### src/rtl/regfile_scoreboard.sv
`default_nettype none
// ============================================================================
// Module   : regfile_scoreboard
// Purpose  : Register file with write-to-read bypass, a hardwired zero register
//            and a per-register pending-write scoreboard for load-use stalls.
// Revision : 1.0
// ============================================================================
module regfile_scoreboard #(
    parameter int WIDTH    = 64,
    parameter int AW       = 5,
    parameter int NREAD    = 2,
    parameter int ZERO_REG = (1 << AW) - 1
) (
    input  logic                   clk,
    input  logic                   reset,
    input  logic [NREAD*AW-1:0]    rd_addr,
    output logic [NREAD*WIDTH-1:0] rd_data,
    output logic [NREAD-1:0]       rd_pending,
    input  logic                   wr_en,
    input  logic [AW-1:0]          wr_addr,
    input  logic [WIDTH-1:0]       wr_data,
    input  logic                   claim_en,
    input  logic [AW-1:0]          claim_addr,
    output logic [AW:0]            pend_count
);

    localparam int            c_depth     = 1 << AW;
    localparam logic [AW-1:0] c_zero_addr = AW'(ZERO_REG);

    logic [WIDTH-1:0]   r_regs [c_depth];
    logic [c_depth-1:0] r_pend;
    logic [AW:0]        r_pend_count;

    logic               w_wr_ok;
    logic               w_claim_ok;
    logic [c_depth-1:0] w_pend_next;
    logic [AW:0]        w_pend_cnt;

    assign w_wr_ok    = wr_en && (wr_addr != c_zero_addr);
    assign w_claim_ok = claim_en && (claim_addr != c_zero_addr);

    // Claim is applied after the write so a same-edge claim (younger producer) wins.
    always_comb begin
        w_pend_next = r_pend;
        if (w_wr_ok) begin
            w_pend_next[wr_addr] = 1'b0;
        end
        if (w_claim_ok) begin
            w_pend_next[claim_addr] = 1'b1;
        end
        w_pend_cnt = '0;
        for (int i = 0; i < c_depth; i++) begin
            w_pend_cnt = w_pend_cnt + (AW+1)'(w_pend_next[i]);
        end
    end

    always_ff @(posedge clk or posedge reset) begin
        if (reset) begin
            for (int i = 0; i < c_depth; i++) begin
                r_regs[i] <= '0;
            end
            r_pend       <= '0;
            r_pend_count <= '0;
        end else begin
            if (w_wr_ok) begin
                r_regs[wr_addr] <= wr_data;
            end
            r_pend       <= w_pend_next;
            r_pend_count <= w_pend_cnt;
        end
    end

    assign pend_count = r_pend_count;

    // Bypass is suppressed during reset so every port reads zero while it is held.
    for (genvar k = 0; k < NREAD; k++) begin : g_rd
        logic [AW-1:0] w_addr;
        logic          w_hit;
        logic          w_is_zero;

        assign w_addr    = rd_addr[k*AW +: AW];
        assign w_is_zero = (w_addr == c_zero_addr);
        assign w_hit     = wr_en && !reset && (wr_addr == w_addr);

        assign rd_data[k*WIDTH +: WIDTH] = w_is_zero ? {WIDTH{1'b0}} :
                                           w_hit     ? wr_data :
                                                       r_regs[w_addr];
        assign rd_pending[k] = r_pend[w_addr] & ~w_hit & ~w_is_zero;
    end

endmodule
`default_nettype wire

### config.mk
export PLATFORM = sky130hd
export DESIGN_NAME = regfile_scoreboard
export DESIGN_NICKNAME = d
export VERILOG_FILES = /design/src/rtl/regfile_scoreboard.sv
export SDC_FILE = /design/constraint.sdc
export NUM_CORES = 2
export LEC_CHECK = 0
export ABC_AREA = 0
export BUFFER_PORTS_ARGS = -buffer_cell sky130_fd_sc_hd__buf_2
export CAP_MARGIN = 30
export CORE_ASPECT_RATIO = 1.2
export CORE_MARGIN = 2
export CORE_UTILIZATION = 50
export CTS_CLUSTER_DIAMETER = 150
export DETAILED_ROUTE_END_ITERATION = 8
export PLACE_DENSITY = 0.69
export SYNTH_ARGS = -nofsm -noshare
export SYNTH_HDL_FRONTEND = slang
export SYNTH_SLANG_ARGS = --single-unit
### constraint.sdc
create_clock -name clk -period 67.1 [get_ports clk]
set_input_delay 6.71 -clock clk [delete_from_list [all_inputs] [get_ports clk]]
set_output_delay 6.71 -clock clk [all_outputs]
set_load 0.01 [all_outputs]
# [After elaboration in Yosys (flattened, before gate mapping)]
# Cells that the tools add are included.
[op_classes] n_addsub=31 mul=0 n_div=0 order_cmp=10 n_eq_ne=6 shifts=0 n_mux=23 n_bitwise=14 n_reduce_logical=9
[ops] op="bitwise mux 2048 bit" n=1
[ops] op="binary-select mux 64 bit (select 5 bit)" n=2
[ops] op="two-way mux 64 bit" n=9
[ops] op="demux 64 bit (select 5 bit)" n=1
[ops] op="adder 6 x 1 -> 6 bit" n=26
[ops] op="two-way mux 32 bit" n=2
[ops] op="bitwise AND 32 bit" n=1
[ops] op="inverter 32 bit" n=1
[ops] op="OR 32 bit" n=1
[ops] op="less-than comparator 5 x 6 -> 1 bit, second input constant" n=4
[ops] op="greater-or-equal comparator 6 bit, second input constant" n=3
[ops] op="inverter 5 -> 6 bit" n=3
[ops] op="binary-select mux 1 bit (select 5 bit)" n=2
[ops] op="demux 1 bit (select 5 bit)" n=2
[ops] op="== test 5 bit" n=2
[ops] op="== test 5 bit, second input constant" n=2
[ops] op="greater-or-equal comparator 5 x 1 -> 1 bit, second input constant" n=2
[ops] op="inequality test 5 bit, second input constant" n=2
[ops] op="logical AND 1 bit" n=8
[ops] op="adder 5 x 1 -> 6 bit" n=1
[ops] op="less-than comparator 6 x 1 -> 1 bit, second input constant" n=1
[ops] op="adder 4 x 1 -> 5 bit" n=1
[ops] op="adder 3 x 1 -> 4 bit" n=1
[ops] op="bitwise AND 1 bit" n=4
[ops] op="5 further kinds" n=11
[totals] regBits=2086 latch_bits=0 ramBits=0 rom_bits=0 out_inout_bits=136 wordCells=127 n_memories=0

# [Logic depth before layout (Yosys ltp)]
[logic_depth] depth_word=40 depth_mapped=25 ltp_nobuf=22

# [Least setup slack after synthesis]
# Ideal clock, no wire load.
[synth_path] path_type="input port to output port" start="input rd_addr[7]" end="output rd_data[100]" t_arrival_ps=8455 required_ps=60390 path_slack_ps=51935 cell_stages=7 path_buffers=3 cell_sequence="clkbuf_1 clkbuf_1 buf_1 mux4_2 a211oi_1 nand2_1 a32o_1"
[synth_via] elab_chain_cells=6
[synth_rtl] element="start: declaration" line_no="16" rtl="input logic [NREAD*AW-1:0] rd_addr,"
[synth_rtl] element="inverter 5 -> 6 bit (not written as such)" line_no="87" rtl="r_regs[w_addr];"
[synth_rtl] element="binary-select mux 64 bit (select 5 bit)" line_no="87"
[synth_rtl] element="two-way mux 64 bit (not written as such) (2 in series)" line_no="87"
[synth_rtl] element="two-way mux 64 bit" line_no="86" rtl="w_hit ? wr_data :"
[synth_rtl] element="two-way mux 64 bit (*)" line_no="85" rtl="assign rd_data[k*WIDTH +: WIDTH] = w_is_zero ? {WIDTH{1'b0}} :"
[synth_rtl] element="end: declaration" line_no="17" rtl="output logic [NREAD*WIDTH-1:0] rd_data,"
# Every way passes the cells marked *; elsewhere a longest branch is shown, timed or not. The select of a mux whose other input is x is not followed.

# [Final worst setup path]
[layout_path] start="input rd_addr[5]" end="output rd_data[96]"
# Same word-level chain as after synthesis.

==> flow_summary.yaml <==
die:
  initial_core_util_pct: 50.37
  row_count: 189
  dieArea_um2: 226800
  ioPinCount: 224
  dieHeight_um: 521.3
  fp.dieW_um: 435.1
  floorplan.core_area_um2: 221300
yosys:
  post_synth.cell_area_avg_um2: 13.75
  ys.warnings.count: 0
  synth_edf_count: 0
  synth-seq-cells: 2086
  syn_area_um2: 111500
  proportion_of_synthesized_chip_area_in_sequential_cells_pct: 46.82
  syn_inst: 8111
  netlist-cell-type-count: 67
  async_set_reset_flop_share_out_of_synthesis_pct: 100.0
  postSynthNetCount: 8230
  synth-main-ff-cell: "sky130_fd_sc_hd__dfrtp_1"
outcome:
  status: "complete, no violations"
setup_path:
  arrival_ns: 11.26
  crit_type: "primary input to output port"
  reg2reg_to: "pend_count[4]"
  critical_path.endpoint_type: "output port"
  worst_r2r_path_depth: 18
  crit_path_max_fanout: 62
  startpoint: "rd_addr[5]"
  crit-reg2reg-launch: "r_pend[23]"
  start_kind: "primary input"
  endpoint: "rd_data[96]"
  required_ns: 60.39
  ff2ff_setup_slack_ns: 62.05
route:
  drc: 0
  drt-met1-wl_um: 142000
  avgRoutedWirePerCell_um: 35.25
  vias: 77850
  routed.top_layer: "met5"
  route.met2.wl_um: 177700
  via_per_instance_ratio: 7.091
  drt_pass1_iterations: 8
  finalWirelength_um: 387000
  detail_route.iter0.violations: 9961
  dr_wl_met3_um: 40140
  drtAntennaViolNets: 0
place:
  dpl.hpwl_um: 215700
  numPortBuffers: 223
  globalplace.congestion: 0.8539
  inst_count_dp: 10560
timing:
  setup-violations-final: 0
  max_slew.worst_pin.slew_ns: 1.149
  period_needed_ns: 17.97
  hold_viol: 0
  finalCritPeriodShare_pct: 26.78
  clock-skew-final_ns: 0.03094
  unrepaired_setup_endpoints_after_global_routing: "no"
  setup_total_negative_slack_ns: 0
  report.final.slew_viol_count: 0
  fmax_ghz: 0.05565
  slew_headroom_pct: 23.39
pwr:
  p_per_cell_area_nw_per_um2: 31.59
  maximum_vdd_drop_mv: 0.04620
  reported_leakage_power_uw: 0.05414
clock_network:
  cts_repair_resize_count: 0
  post_cts_setup_repair_buffer_count: 0
  ctsLongestPathBuffers: 3
  clkLatencyLatePin_ns: 0.88
  htree_num_levels: 4
  cts-hold-fix-buffers: 0
  clock-root-buffer: "sky130_fd_sc_hd__clkbuf_16"
  clock_pin_slew_on_the_worst_setup_and_hold_paths_ns: 0.06
  cts_buffers: 208
  clock_sinks: 2086
  clock_tree_from_tritoncts: "done"
final_layout:
  area_growth_syn_to_layout_pct: 9.409
  layout-drive-gt1-share_pct: 43.69
  share_of_the_core_filled_with_cells_in_the_final_layout_pct: 55.11
  finish.net_count: 7943
  post_layout_nonfiller_instances: 10980
global_routing:
  global_route.overflow_total: 0
  grt_pass1_wl_um: 561900
  antenna_found_initial: 33
  grt_pass1_vias: 79770
  grt_max_degree: 166
  gr-usage-all-layers_pct: 33.81
job:
  max-cap-violations: 0
worst_hold_path:
  worst_hold_path_type: "flop to flop"
-- state kept, by name, indices dropped and copies added, names as in the netlist --
register and flops:
pend_count 6, r_regs 2048, r_pend 32
-- worst min path at each step --
stage	start	cells past startpoint	slack [ns]	endpoint
after floorplan	r_regs[0]	1	0.44	r_regs[0]
after global placement	r_regs[56]	0	0.38	r_regs[56]
after detailed placement	r_regs[13]	0	0.39	r_regs[13]
after CTS	r_regs[40]	0	0.40	r_regs[40]
after global routing	r_regs[45]	0	0.41	r_regs[45]
final	r_regs[35]	0	0.40	r_regs[35]
-- critical path: stages --
cell and delay (ns):
sky130_fd_sc_hd__buf_8 0.54, sky130_fd_sc_hd__buf_4 0.84, sky130_fd_sc_hd__buf_4 0.81, sky130_fd_sc_hd__buf_4 0.69, sky130_fd_sc_hd__mux4_2 0.58, sky130_fd_sc_hd__a211oi_1 0.35
sky130_fd_sc_hd__nand2_1 0.09, sky130_fd_sc_hd__a32o_1 0.29, sky130_fd_sc_hd__buf_2 0.15
-- layout by cell type (no fill, tap or decap), types with 35 or more instances in the layout --
cell and instances:
sky130_fd_sc_hd__clkbuf_8 71, sky130_fd_sc_hd__a21oi_1 103, sky130_fd_sc_hd__o22ai_1 196, sky130_fd_sc_hd__buf_4 167, sky130_fd_sc_hd__a32o_1 67, sky130_fd_sc_hd__a211oi_1 70, sky130_fd_sc_hd__buf_2 219, sky130_fd_sc_hd__o21ai_0 49
sky130_fd_sc_hd__clkbuf_1 35, sky130_fd_sc_hd__clkinv_2 35, sky130_fd_sc_hd__nor3_1 42, sky130_fd_sc_hd__mux4_2 830, sky130_fd_sc_hd__a22oi_1 161, sky130_fd_sc_hd__inv_1 53, sky130_fd_sc_hd__mux2i_1 397, sky130_fd_sc_hd__nor2_1 102
sky130_fd_sc_hd__o221ai_1 90, sky130_fd_sc_hd__clkbuf_16 213, sky130_fd_sc_hd__mux2_2 1828, sky130_fd_sc_hd__dfrtp_1 2086, sky130_fd_sc_hd__nand2_1 728
-- where the power goes --
group	switching (uW)	total [uW]	internal, uW
sequential	184	1690	1500
clock	521	1230	705
combinational	423	940	518
-- cells by family (layout without fill, tap and decap cells) --
kind of cell	Yosys count	count (layout)	share of synthesized area [%]
buffers and inverters	982	861	3.921
XOR/XNOR	13	13	0.1021
other	0	28	0
adder cells (fa/ha/maj)	31	31	0.5095
AND/OR/NAND/NOR	1036	1036	3.874
AO/OA/AOI/OAI	888	888	5.778
flip-flops	2086	2086	46.82
multiplexers	3075	3075	39.00
-- Yosys cell counts, drive strengths merged, types with 5 or more instances --
cell / number / share of area, %
a211oi: 70 / 0.47
a21oi: 103 / 0.46
a221o: 5 / 0.045
a221oi: 28 / 0.22
a22o: 21 / 0.16
a22oi: 161 / 1.1
a31oi: 18 / 0.10
a32o: 67 / 0.60
and2: 5 / 0.028
and3: 8 / 0.045
and3b: 6 / 0.047
buf: 418 / 2.0
clkbuf: 509 / 1.7
dfrtp: 2086 / 47
fa: 24 / 0.43
ha: 7 / 0.079
inv: 55 / 0.19
mux2: 1848 / 19
mux2i: 397 / 3.6
mux4: 830 / 17
nand2: 749 / 2.5
nand2b: 11 / 0.062
nand3: 11 / 0.049
nand3b: 10 / 0.071
nor2: 120 / 0.41
nor2b: 17 / 0.095
nor3: 44 / 0.20
nor3b: 12 / 0.081
nor4: 26 / 0.16
o211a: 12 / 0.11
o211ai: 11 / 0.074
o21ai: 61 / 0.27
o221ai: 90 / 0.71
o22a: 14 / 0.11
o22ai: 196 / 1.1
o311a: 6 / 0.054
xnor2: 7 / 0.055
xor2: 6 / 0.047
-- final cells by class --
| class | instances | area, um^2 |
|---|---|---|
| diodes | 28 | 70.07 |
| clock buffers | 317 | 6411 |
| clock inverters | 59 | 728.2 |
| fillers | 17940 | 99360 |
| inverters | 55 | 215.2 |
| multi-input cells | 5043 | 55280 |
| flip-flops and latches | 2086 | 52200 |
| well taps | 2960 | 3704 |
| repair buffers | 430 | 3369 |
-- layer usage --
metal  up-vias  GRT usage, %
met5         -             0
met4        18         21.28
met3      1283         8.657
met2      4902         51.90
met1     41520         43.05
li1      30120             -
-- per-stage QoR --
| stage | worst slack, ns | area [um^2] | hold WS [ns] | total power, uW |
|---|---|---|---|---|
| after floorplan | 1.463 | 111500 | 0.4450 | 2386 |
| after global placement | 48.42 | 114000 | 0.3798 | 2574 |
| after detailed placement | 48.42 | 114400 | 0.3875 | 2631 |
| after CTS | 48.43 | 121600 | 0.4013 | 3847 |
| after global routing | 48.85 | 121900 | 0.4091 | 4013 |
| final | 49.13 | 122000 | 0.3969 | 3853 |
No activity file was read; power rests on OpenSTA's default activity.
